===== src/rtl/sata_phy_align_scheduler_pkg.sv =====
// Shared constants, dword payload type and ALIGN detection for the post-OOB PHY conditioner.
package sata_phy_align_scheduler_pkg;

    localparam int unsigned DW = 32;
    localparam int unsigned KW = 4;

    // ALIGN primitive: K28.5 D10.2 D10.2 D27.3, K flag on byte 0 only
    localparam logic [DW-1:0] PRIM_ALIGN = 32'h7B4A_4ABC;
    localparam logic [KW-1:0] ALIGN_K    = 4'b0001;

    typedef struct packed {
        logic [DW-1:0] data;
        logic [KW-1:0] is_k;
    } sata_dword_t;

    function automatic logic is_align_dw(input logic [DW-1:0] d, input logic [KW-1:0] k);
        return k[0] && (d == PRIM_ALIGN);
    endfunction

endpackage


===== src/rtl/sata_phy_align_scheduler_if.sv =====
// Link-layer facing TX/RX bus of the PHY conditioner.
interface sata_phy_align_scheduler_if;
    import sata_phy_align_scheduler_pkg::*;

    logic [DW-1:0] link_tx_dout;
    logic [KW-1:0] link_tx_is_k;
    logic          phy_ready;
    logic [DW-1:0] rx_dout;
    logic [KW-1:0] rx_is_k_out;
    logic          rx_valid;
    logic          rx_align_seen;

    // Link layer side
    modport master (
        output link_tx_dout, link_tx_is_k,
        input  phy_ready, rx_dout, rx_is_k_out, rx_valid, rx_align_seen
    );

    // PHY conditioner side
    modport slave (
        input  link_tx_dout, link_tx_is_k,
        output phy_ready, rx_dout, rx_is_k_out, rx_valid, rx_align_seen
    );

endinterface


===== src/rtl/sata_rx_align_strip.sv =====
// Registered RX path: forwards received dwords and flags ALIGNs so the link layer can skip them.
module sata_rx_align_strip
    import sata_phy_align_scheduler_pkg::*;
(
    input  logic          clk,
    input  logic          rst,
    input  logic          linkup,
    input  logic [DW-1:0] rx_din,
    input  logic [KW-1:0] rx_is_k,
    input  logic          phy_error,
    output logic [DW-1:0] rx_dout,
    output logic [KW-1:0] rx_is_k_out,
    output logic          rx_valid,
    output logic          rx_align_seen
);

    logic is_align_c;

    assign is_align_c = is_align_dw(rx_din, rx_is_k);

    always_ff @(posedge clk or posedge rst) begin
        if (rst) begin
            rx_dout       <= '0;
            rx_is_k_out   <= '0;
            rx_valid      <= 1'b0;
            rx_align_seen <= 1'b0;
        end else begin
            rx_dout       <= rx_din;
            rx_is_k_out   <= rx_is_k;
            rx_valid      <= linkup && !is_align_c && !phy_error;
            rx_align_seen <= linkup && is_align_c;
        end
    end

endmodule


===== src/rtl/sata_phy_align_scheduler.sv =====
// Post-OOB PHY conditioner: TX source mux with periodic ALIGN bursts, RX ALIGN stripping,
// and windowed phy_error monitoring that latches a sticky platform_error.
module sata_phy_align_scheduler
    import sata_phy_align_scheduler_pkg::*;
#(
    parameter int unsigned ALIGN_PERIOD  = 256,
    parameter int unsigned ALIGN_BURST   = 2,
    parameter int unsigned ERR_WINDOW    = 1024,
    parameter int unsigned ERR_THRESHOLD = 4
) (
    input  logic          clk,
    input  logic          rst,
    input  logic          linkup,
    input  logic [DW-1:0] oob_tx_dout,
    input  logic [KW-1:0] oob_tx_is_k,
    output logic [DW-1:0] tx_dout,
    output logic [KW-1:0] tx_is_k,
    input  logic [DW-1:0] rx_din,
    input  logic [KW-1:0] rx_is_k,
    input  logic          phy_error,
    output logic          platform_error,
    output logic [7:0]    err_count,
    sata_phy_align_scheduler_if.slave link
);

    localparam int unsigned PW = (ALIGN_PERIOD > 1) ? $clog2(ALIGN_PERIOD) : 1;
    localparam int unsigned WW = (ERR_WINDOW > 1) ? $clog2(ERR_WINDOW) : 1;
    localparam int unsigned EW = $clog2(ERR_WINDOW + 1);
    localparam int unsigned SW = EW + 1;

    localparam logic [1:0] ST_NOT_READY  = 2'd0;
    localparam logic [1:0] ST_SEND_ALIGN = 2'd1;
    localparam logic [1:0] ST_READY      = 2'd2;

    logic [1:0]    state;
    logic [1:0]    state_nxt;
    logic [PW-1:0] burst_cnt;
    logic [PW-1:0] period_cnt;
    logic [WW-1:0] win_cnt;
    logic [EW-1:0] win_err;
    logic [SW-1:0] err_sum_c;
    logic          burst_last_c;
    logic          period_last_c;
    logic          win_wrap_c;
    logic          err_trip_c;
    sata_dword_t   tx_sel_c;

    assign burst_last_c  = (burst_cnt == PW'(ALIGN_BURST - 1));
    assign period_last_c = (period_cnt == PW'(ALIGN_PERIOD - 1));
    assign win_wrap_c    = (win_cnt == WW'(ERR_WINDOW - 1));
    assign err_sum_c     = SW'(win_err) + SW'(phy_error);
    assign err_trip_c    = linkup && (err_sum_c >= SW'(ERR_THRESHOLD));

    // State register
    always_ff @(posedge clk or posedge rst) begin
        if (rst) begin
            state <= ST_NOT_READY;
        end else begin
            state <= state_nxt;
        end
    end

    // Next state; losing the link or an error trip overrides the burst schedule
    always_comb begin
        state_nxt = state;
        if (!linkup || err_trip_c) begin
            state_nxt = ST_NOT_READY;
        end else begin
            case (state)
                ST_NOT_READY:  if (!platform_error) state_nxt = ST_SEND_ALIGN;
                ST_SEND_ALIGN: if (burst_last_c)    state_nxt = ST_READY;
                ST_READY:      if (period_last_c)   state_nxt = ST_SEND_ALIGN;
                default:                            state_nxt = ST_NOT_READY;
            endcase
        end
    end

    // TX source selection and link-layer ready
    always_comb begin
        tx_sel_c       = '{data: PRIM_ALIGN, is_k: ALIGN_K};
        link.phy_ready = 1'b0;
        if (state == ST_READY) begin
            link.phy_ready = 1'b1;
        end
        if (!linkup) begin
            tx_sel_c = '{data: oob_tx_dout, is_k: oob_tx_is_k};
        end else if (state == ST_READY) begin
            tx_sel_c = '{data: link.link_tx_dout, is_k: link.link_tx_is_k};
        end
    end

    assign tx_dout = tx_sel_c.data;
    assign tx_is_k = tx_sel_c.is_k;

    // Burst/period counters; READY resumes counting at ALIGN_BURST so start-to-start is ALIGN_PERIOD
    always_ff @(posedge clk or posedge rst) begin
        if (rst) begin
            burst_cnt  <= '0;
            period_cnt <= '0;
        end else if (!linkup) begin
            burst_cnt  <= '0;
            period_cnt <= '0;
        end else begin
            case (state)
                ST_SEND_ALIGN: begin
                    if (burst_last_c) begin
                        burst_cnt  <= '0;
                        period_cnt <= PW'(ALIGN_BURST);
                    end else begin
                        burst_cnt <= burst_cnt + PW'(1);
                    end
                end
                ST_READY: begin
                    burst_cnt  <= '0;
                    period_cnt <= period_last_c ? '0 : period_cnt + PW'(1);
                end
                default: begin
                    burst_cnt  <= '0;
                    period_cnt <= '0;
                end
            endcase
        end
    end

    // Error window, sticky platform_error and saturating lifetime error count
    always_ff @(posedge clk or posedge rst) begin
        if (rst) begin
            win_cnt        <= '0;
            win_err        <= '0;
            platform_error <= 1'b0;
            err_count      <= '0;
        end else if (!linkup) begin
            win_cnt        <= '0;
            win_err        <= '0;
            platform_error <= 1'b0;
            err_count      <= '0;
        end else begin
            if (win_wrap_c) begin
                win_cnt <= '0;
                win_err <= EW'(phy_error);
            end else begin
                win_cnt <= win_cnt + WW'(1);
                win_err <= win_err + EW'(phy_error);
            end
            if (err_trip_c) begin
                platform_error <= 1'b1;
            end
            if (phy_error && (err_count != 8'hFF)) begin
                err_count <= err_count + 8'd1;
            end
        end
    end

    sata_rx_align_strip u_rx_strip (
        .clk           (clk),
        .rst           (rst),
        .linkup        (linkup),
        .rx_din        (rx_din),
        .rx_is_k       (rx_is_k),
        .phy_error     (phy_error),
        .rx_dout       (link.rx_dout),
        .rx_is_k_out   (link.rx_is_k_out),
        .rx_valid      (link.rx_valid),
        .rx_align_seen (link.rx_align_seen)
    );

endmodule

===== src/flat_wrapper.sv =====
// flat-port wrapper written by rule: the top's interface ports become plain ports
module sata_phy_align_scheduler_flat import sata_phy_align_scheduler_pkg::*;
#(
    parameter int unsigned ALIGN_PERIOD  = 256,
    parameter int unsigned ALIGN_BURST   = 2,
    parameter int unsigned ERR_WINDOW    = 1024,
    parameter int unsigned ERR_THRESHOLD = 4
)
  (clk, rst, linkup, oob_tx_dout, oob_tx_is_k, tx_dout, tx_is_k, rx_din, rx_is_k, phy_error, platform_error, err_count, link_link_tx_dout, link_link_tx_is_k, link_phy_ready, link_rx_dout, link_rx_is_k_out, link_rx_valid, link_rx_align_seen);
  sata_phy_align_scheduler_if link_i ();
  input  logic clk;
  input  logic rst;
  input  logic linkup;
  input  logic [DW-1:0] oob_tx_dout;
  input  logic [KW-1:0] oob_tx_is_k;
  output logic [DW-1:0] tx_dout;
  output logic [KW-1:0] tx_is_k;
  input  logic [DW-1:0] rx_din;
  input  logic [KW-1:0] rx_is_k;
  input  logic phy_error;
  output logic platform_error;
  output logic [7:0] err_count;
  input wire logic [$bits(link_i.link_tx_dout)-1:0] link_link_tx_dout;
  input wire logic [$bits(link_i.link_tx_is_k)-1:0] link_link_tx_is_k;
  output wire logic [$bits(link_i.phy_ready)-1:0] link_phy_ready;
  output wire logic [$bits(link_i.rx_dout)-1:0] link_rx_dout;
  output wire logic [$bits(link_i.rx_is_k_out)-1:0] link_rx_is_k_out;
  output wire logic [$bits(link_i.rx_valid)-1:0] link_rx_valid;
  output wire logic [$bits(link_i.rx_align_seen)-1:0] link_rx_align_seen;
  assign link_i.link_tx_dout = link_link_tx_dout;
  assign link_i.link_tx_is_k = link_link_tx_is_k;
  assign link_phy_ready = link_i.phy_ready;
  assign link_rx_dout = link_i.rx_dout;
  assign link_rx_is_k_out = link_i.rx_is_k_out;
  assign link_rx_valid = link_i.rx_valid;
  assign link_rx_align_seen = link_i.rx_align_seen;
  sata_phy_align_scheduler #(.ALIGN_PERIOD(ALIGN_PERIOD), .ALIGN_BURST(ALIGN_BURST), .ERR_WINDOW(ERR_WINDOW), .ERR_THRESHOLD(ERR_THRESHOLD)) u_core (.clk(clk), .rst(rst), .linkup(linkup), .oob_tx_dout(oob_tx_dout), .oob_tx_is_k(oob_tx_is_k), .tx_dout(tx_dout), .tx_is_k(tx_is_k), .rx_din(rx_din), .rx_is_k(rx_is_k), .phy_error(phy_error), .platform_error(platform_error), .err_count(err_count), .link(link_i));
endmodule

===== config.mk =====
export PLATFORM = sky130hd
export DESIGN_NAME = sata_phy_align_scheduler_flat
export DESIGN_NICKNAME = d
export VERILOG_FILES = /design/src/rtl/sata_phy_align_scheduler_pkg.sv /design/src/rtl/sata_phy_align_scheduler_if.sv /design/src/rtl/sata_rx_align_strip.sv /design/src/rtl/sata_phy_align_scheduler.sv /design/src/flat_wrapper.sv
export SDC_FILE = /design/constraint.sdc
export NUM_CORES = 1
export LEC_CHECK = 0
export ABC_AREA = 1
export CAP_MARGIN = 30
export CORE_ASPECT_RATIO = 1.1
export CORE_MARGIN = 1.5
export CORE_UTILIZATION = 41
export CTS_CLUSTER_SIZE = 24
export DETAILED_ROUTE_END_ITERATION = 12
export PLACE_DENSITY = 0.78
export SLEW_MARGIN = 20
export SYNTH_ARGS = -nofsm -noshare
export SYNTH_HDL_FRONTEND = slang
export SYNTH_SLANG_ARGS = --single-unit
export TNS_END_PERCENT = 1

===== constraint.sdc =====
create_clock -name clk -period 4 [get_ports clk]
set_input_delay 0.8 -clock clk [delete_from_list [all_inputs] [get_ports clk]]
set_output_delay 0.8 -clock clk [all_outputs]
set_load 0.1 [all_outputs]

==> impl_metrics.yaml, run 1 <==
status:
  outcome: "finished, final reports clean"
sta:
  slew_violations: 0
  worst_pin_slew_ns: 1.03
  finalCriticalPeriod_ns: 3.31
  setup_violations: 0
  setup_tns_ns: 0
  slew_headroom_pct: 30.9
  finalHoldViolations: 0
  rsz0062_at_grt: "false"
  fmax_ghz: 0.302
  fin_skew_ns: 0.00899
  finalCritPeriodShare_pct: 82.8
min_path:
  hold_depth: 1
  worstHoldEndpoint: "u_core.win_cnt[0]"
  holdCritStartpoint: "u_core.win_cnt[0]"
  hold_class: "reg -> reg"
clock_network:
  cts.hold.buffers_added: 0
  clk_pin_slew_worst_paths_ns: 0.08
  postCtsSetupBuffers: 0
  htree_levels: 3
  cts.sink_count: 86
  tritoncts: "yes"
  cts_buffers: 9
  clock_path_buffers: 2
  root_buffer: "clkbuf_8"
  clkLatencyLatePin_ns: 0.35
  post_cts_resized: 0
setup_path:
  crit_path_start_kind: "primary input"
  worstPathRequired_ns: 3.20
  max_stage_delay_ns: 0.49
  critPathCaptureType: "output pin"
  r2r_slack_ns: 1.81
  criticalPathCategory: "in -> out"
  r2r_end: "u_core.state[0]"
  critPathTopFamily: "buffers and inverters"
  reg2regPathDepth: 10
  path_max_fanout: 19
  worst-path-buf-inv: 3
  path_cells: "clkdlybuf4s50_1 > nand2_1 > clkinv_1 > a22o_1 > buf_12"
  critical_path_depth: 5
  regToRegStartpoint: "u_core.state[0]"
  critPathArrivalTime_ns: 2.51
  critical-path-slowest-cell: "clkdlybuf4s50_1"
logic_synthesis:
  synth_cell_types: 41
  seq_area_frac_synth_pct: 53.3
  mappedNetlistArea_um2: 4040
  synth.net_count: 551
  synth_seq_cells: 86
  synth_ff_type: "dfrtp_1"
  synthCells: 428
  synth_edf_count: 0
  synth_async_sr_flop_share_pct: 100
  syn_area_per_cell_um2: 9.43
  ys_warn_count: 0
floorplanning:
  dieArea_um2: 10400
  coreArea_um2: 9440
  fp.dieW_um: 97.6
  num_io_pins: 196
  start_util_pct: 42.7
  fp-row-count: 37
  die_height_um: 107
place:
  port-buffer-count: 195
  dp_hpwl_um: 10900
  placed_area_um2: 6530
  routabilityCongestion: 0.851
route:
  wire_per_inst_um: 18.1
  drt_wl_total_um: 13600
  first_iter_violations: 221
  first_pass_iters: 5
  route.vias.total: 3916
  drtAntennaViolNets: 0
  drc: 0
  vias_per_cell: 5.21
cells_and_area:
  drive_gt1_share_pct: 11.8
  multi_input_area_um2: 1650
  seq_area_um2: 2150
  area_delta_synth_final_pct: 67.0
  final_area_um2: 6740
  layout.nets: 753
  fillers: 694
grt:
  grt_pass1_wl_um: 21100
  grt_overflow: 0
  grt_max_degree: 34
  grt_pass1_vias: 4022
  antenna_found_initial: 1
  groute.usage.overall_pct: 26.3
power:
  power_leakage_nw: 2.98
  peakVddDrop_mv: 0.316
  power_density_nw_per_um2: 401
job:
  cap_violations: 0
cells in the final DEF (no fill, tap or decap), drive strengths merged:
master / synthesis / final
xnor2: 5 / 5
clkbuf: 4 / 11
nor2: 57 / 57
o31ai: 2 / 2
and2: 1 / 1
nor3b: 3 / 3
nand3: 25 / 25
nand3b: 4 / 4
nor4: 3 / 3
o211ai: 1 / 1
ha: 11 / 11
o21bai: 1 / 1
clkinv: 1 / 3
o41ai: 1 / 1
nand4: 9 / 9
nand2: 77 / 77
clkdlybuf4s50: 0 / 158
a21oi: 12 / 12
inv: 45 / 44
a21boi: 1 / 1
clkinvlp: 0 / 1
buf: 8 / 45
xor2: 8 / 8
diode: 0 / 1
dfrtp: 86 / 86
nor3: 9 / 9
o21a: 1 / 1
o21ai: 14 / 14
a31oi: 2 / 2
o22a: 18 / 18
bufinv: 0 / 2
a22o: 19 / 19
kinds of logic (layout without fill, tap and decap cells):
kind of cell	after synthesis	in the layout	synth area share [%]
AO/OA/AOI/OAI	72	72	13.0
XOR/XNOR	13	13	2.82
adder cells (fa/ha/maj)	11	11	3.41
buffers and inverters	58	264	5.80
flip-flops	86	86	53.3
other	0	1	0
AND/OR/NAND/NOR	188	188	21.6
state kept, by name, summed over array words and instances (netlist names):
| register | count |
|---|---|
| u_core.burst_cnt | 8 |
| u_core.err_count | 8 |
| u_core.period_cnt | 8 |
| u_core.platform_error | 1 |
| u_core.state | 2 |
| u_core.u_rx_strip.rx_align_seen | 1 |
| u_core.u_rx_strip.rx_dout | 32 |
| u_core.u_rx_strip.rx_is_k_out | 4 |
| u_core.u_rx_strip.rx_valid | 1 |
| u_core.win_cnt | 10 |
| u_core.win_err | 11 |
layout make-up:
| type | instances | area share [%] |
|---|---|---|
| Inverter | 46 | 2.58 |
| Antenna cell | 1 | 0.0371 |
| Tap cell | 117 | 2.17 |
| Clock buffer | 11 | 1.95 |
| Multi-Input combinational cell | 284 | 24.5 |
| Sequential cell | 86 | 31.9 |
| Timing Repair Buffer | 203 | 35.8 |
| Clock inverter | 4 | 1.08 |
cell usage after synthesis (2+ instances only):
master	n	share of area (%)
dfrtp_1	86	53
nand2_1	74	6.9
nor2_1	51	4.7
inv_1	44	4.1
nand3_1	23	2.9
a22o_1	19	4.1
o22a_1	18	3.9
a21oi_1	12	1.5
ha_1	11	3.4
o21ai_0	11	1.4
nand4_1	9	1.4
nor3_1	8	0.99
xor2_1	8	1.7
xnor2_1	5	1.1
buf_2	4	0.50
clkbuf_1	4	0.37
nor2_2	4	0.62
nand2_2	3	0.47
nand3b_1	3	0.56
nor3b_1	3	0.56
a31oi_1	2	0.31
buf_1	2	0.19
nand3_2	2	0.50
nor2_4	2	0.56
nor4_1	2	0.31
o21ai_1	2	0.25
o31ai_1	2	0.37
where the power goes:
group / switching, mW / leakage [nW] / internal, mW / total [mW]
registers: 0.0293 / 1.11 / 0.909 / 0.938
clock network: 0.301 / 0.0994 / 0.348 / 0.649
logic: 0.730 / 1.77 / 0.381 / 1.11
through the flow:
step | utilization [%] | instances | power, mW | hold WS (ns) | setup slack [ns]
final | 71.3 | 752 | 2.70 | 0.482 | 0.687
after global routing | 71.3 | 752 | 2.79 | 0.497 | 0.576
after CTS | 71.3 | 751 | 2.71 | 0.471 | 0.701
after detailed placement | 69.2 | 736 | 2.06 | 0.459 | 0.710
after global placement | 68.6 | 734 | 2.04 | 0.452 | 0.723
after floorplan | - | 428 | 1.64 | 0.430 | 0.428
metal layers:
layer	up-vias	track usage (%)	share of wire (%)
met5	-	0	0
met2	159	43.7	50
li1	1836	-	-
met4	0	9.90	2.9
met3	32	7.89	6.7
met1	1889	32.3	41
how the worst max path moves through the flow:
| stage | start | to |
|---|---|---|
| 2_1_floorplan | u_core.state[0] | tx_dout[10] |
| 3_3_place_gp | linkup | tx_is_k[1] |
| 3_5_place_dp | linkup | tx_dout[26] |
| 4_1_cts | linkup | tx_dout[6] |
| 5_1_grt | linkup | tx_dout[6] |
| 6_report | linkup | tx_dout[6] |
No activity file was read; power rests on OpenSTA's default activity.
==> inputs of run 2 (changes only) <==
==> constraint.sdc (replaced) <==
create_clock -name clk -period 3.4 [get_ports clk]
set_input_delay 0.68 -clock clk [delete_from_list [all_inputs] [get_ports clk]]
set_output_delay 0.68 -clock clk [all_outputs]
set_load 0.1 [all_outputs]
==> run 2 against run 1 <==
  * Wire length decreased by 7.6%
  * Critical endpoint unchanged
  * First-iteration DRC count decreased by 23%
  * Highest routed layer unchanged
  * Critical path depth unchanged
  * Global-route usage decreased by 2.0 points
  * Flip-flop and latch count unchanged
  * Die area unchanged
  * Power increased by 15%
  * Setup slack got worse by 0.41 ns
  * Combinational power increased by 16%
  * Sequential power increased by 17%
==> impl_metrics.yaml, run 2 (synthesis results as in run 1) <==
status:
  outcome: "finished, final reports clean"
route:
  first_pass_iters: 4
  first_iter_violations: 171
  drtAntennaViolNets: 0
  route.vias.total: 3844
  vias_per_cell: 5.13
  wire_per_inst_um: 16.8
  drc: 0
  drt_wl_total_um: 12600
place:
  dp_hpwl_um: 10200
  pre_cts_ws_ns: 0.316
  port-buffer-count: 195
  routabilityCongestion: 0.845
  placed_area_um2: 6400
grt:
  antenna_found_initial: 0
  use_met2_pct: 41.1
  use_met1_pct: 29.3
  grt_overflow: 0
  grt.busiest_layer: "met2"
  grt_pass1_wl_um: 19900
  groute.usage.overall_pct: 24.3
  grt_max_degree: 46
  grt_pass1_vias: 4034
  met3_usage_pct: 8.21
clock_network:
  cts.sink_count: 86
  cts_buffers: 9
  post_cts_resized: 0
  cts.hold.buffers_added: 0
  htree_levels: 3
  clk_pin_slew_worst_paths_ns: 0.09
  postCtsSetupBuffers: 0
  clock_path_buffers: 2
  clkLatencyLatePin_ns: 0.35
  tritoncts: "yes"
  root_buffer: "clkbuf_8"
cells_and_area:
  layout_common_cells: "clkdlybuf4s50_1, dfrtp_1, nand2_1"
  fillers: 716
  largest_register_ffs: 32
  fin_util_pct: 69.8
  seq_area_um2: 2150
  diodes: 0
  top_register: "u_core.u_rx_strip.rx_dout"
  final_common_cell: "clkdlybuf4s50_1"
  multi_input_area_um2: 1650
  area_delta_synth_final_pct: 63.4
  drive_gt1_share_pct: 17.2
  layout.nets: 750
  largestRegisters: "u_core.u_rx_strip.rx_dout x32, u_core.win_err x11, u_core.win_cnt x10"
  final_area_um2: 6600
power:
  switching_power_mw: 1.25
  pwr-share-seq_pct: 35.5
  comb_power_share_pct: 41.6
  peakVddDrop_mv: 0.405
  finalPower_mw: 3.10
  p_clk_share_pct: 22.9
  p_int_mw: 1.85
  sw_frac_of_total_pct: 40.4
  power_density_nw_per_um2: 471
  power_leakage_nw: 3.00
job:
  cap_violations: 0
sta:
  finalHoldViolations: 0
  finalCriticalPeriod_ns: 3.12
  rsz0062_at_grt: "false"
  finalCritPeriodShare_pct: 91.9
  slew_violations: 0
  fin_skew_ns: 0.0100
  setup_violations: 0
  slew_headroom_pct: 32.1
  fin_ws_ns: 0.276
  fmax_ghz: 0.320
  fin_hold_ws_ns: 0.465
  worst_pin_slew_ns: 1.02
setup_path:
  crit_path_start_kind: "primary input"
  regToRegStartpoint: "u_core.state[0]"
  r2r_slack_ns: 1.34
  criticalPathCategory: "in -> out"
  reg2regPathDepth: 10
  worstPathRequired_ns: 2.72
  critPathArrivalTime_ns: 2.44
  r2r_end: "u_core.state[1]"
  path_max_fanout: 19
  critPathCaptureType: "output pin"
floorplanning:
  dieArea_um2: 10400
  coreArea_um2: 9440
  fp.dieW_um: 97.6
  num_io_pins: 196
  fp-row-count: 37
  die_height_um: 107
  start_util_pct: 42.7
min_path:
  worstHoldEndpoint: "u_core.win_cnt[0]"
  hold_depth: 1
  hold_class: "reg -> reg"
  holdCritStartpoint: "u_core.win_cnt[0]"
## run 2: changes by cell type in the layout (fill, tap and decap cells not counted), sizes merged
cell | before | now
clkdlybuf4s50 | 158 | 125
inv | 44 | 46
clkinv | 3 | 6
bufinv | 2 | 1
clkbuf | 11 | 9
diode | 1 | 0
buf | 45 | 75
clkinvlp | 1 | 0
## run 2: routing by layer
layer	up-vias	share of wire, %	wire length, µm
met5	-	0	0
met4	0	2.2	278
met3	24	7.3	921
met2	156	50	6330
met1	1837	40	5020
li1	1827	-	-
## run 2: power by group through the flow
| stage | registers (mW) | logic [mW] | clock network [mW] |
|---|---|---|---|
| after floorplan | 1.30 | 0.624 | 0 |
| after global placement | 1.12 | 1.28 | 0 |
| after detailed placement | 1.12 | 1.29 | 0 |
| after CTS | 1.10 | 1.29 | 0.725 |
| after global routing | 1.11 | 1.34 | 0.775 |
| final | 1.10 | 1.29 | 0.711 |
## run 2: final cells by class
cell class	instances	area share, %
clock inverter	7	1.08
multi-input combinational	284	25.0
clock buffer	9	1.88
tap	117	2.22
inverter	46	2.64
timing repair buffer	200	34.5
sequential	86	32.6
## run 2: critical path, cell delays in order
cell             delay, ns
clkdlybuf4s50_1       0.54
nand2_1               0.15
clkinv_1              0.47
a22o_1                0.41
buf_12                0.18
## run 2: through the flow
| stage | setup TNS [ns] | instances |
|---|---|---|
| floorplan | -0.466 | 428 |
| global placement | 0 | 733 |
| detailed placement | 0 | 733 |
| CTS | 0 | 749 |
| global route | 0 | 749 |
| finish | 0 | 749 |
## run 2: how the worst max path moves through the flow
stage | from | slack, ns | to | cells after the start
after floorplan | u_core.state[0] | -0.05 | tx_dout[12] | 6
after global placement | linkup | 0.33 | tx_dout[10] | 5
after detailed placement | linkup | 0.32 | tx_dout[10] | 5
after CTS | linkup | 0.31 | tx_dout[10] | 5
after global routing | linkup | 0.22 | tx_dout[10] | 5
final | linkup | 0.28 | tx_dout[6] | 5
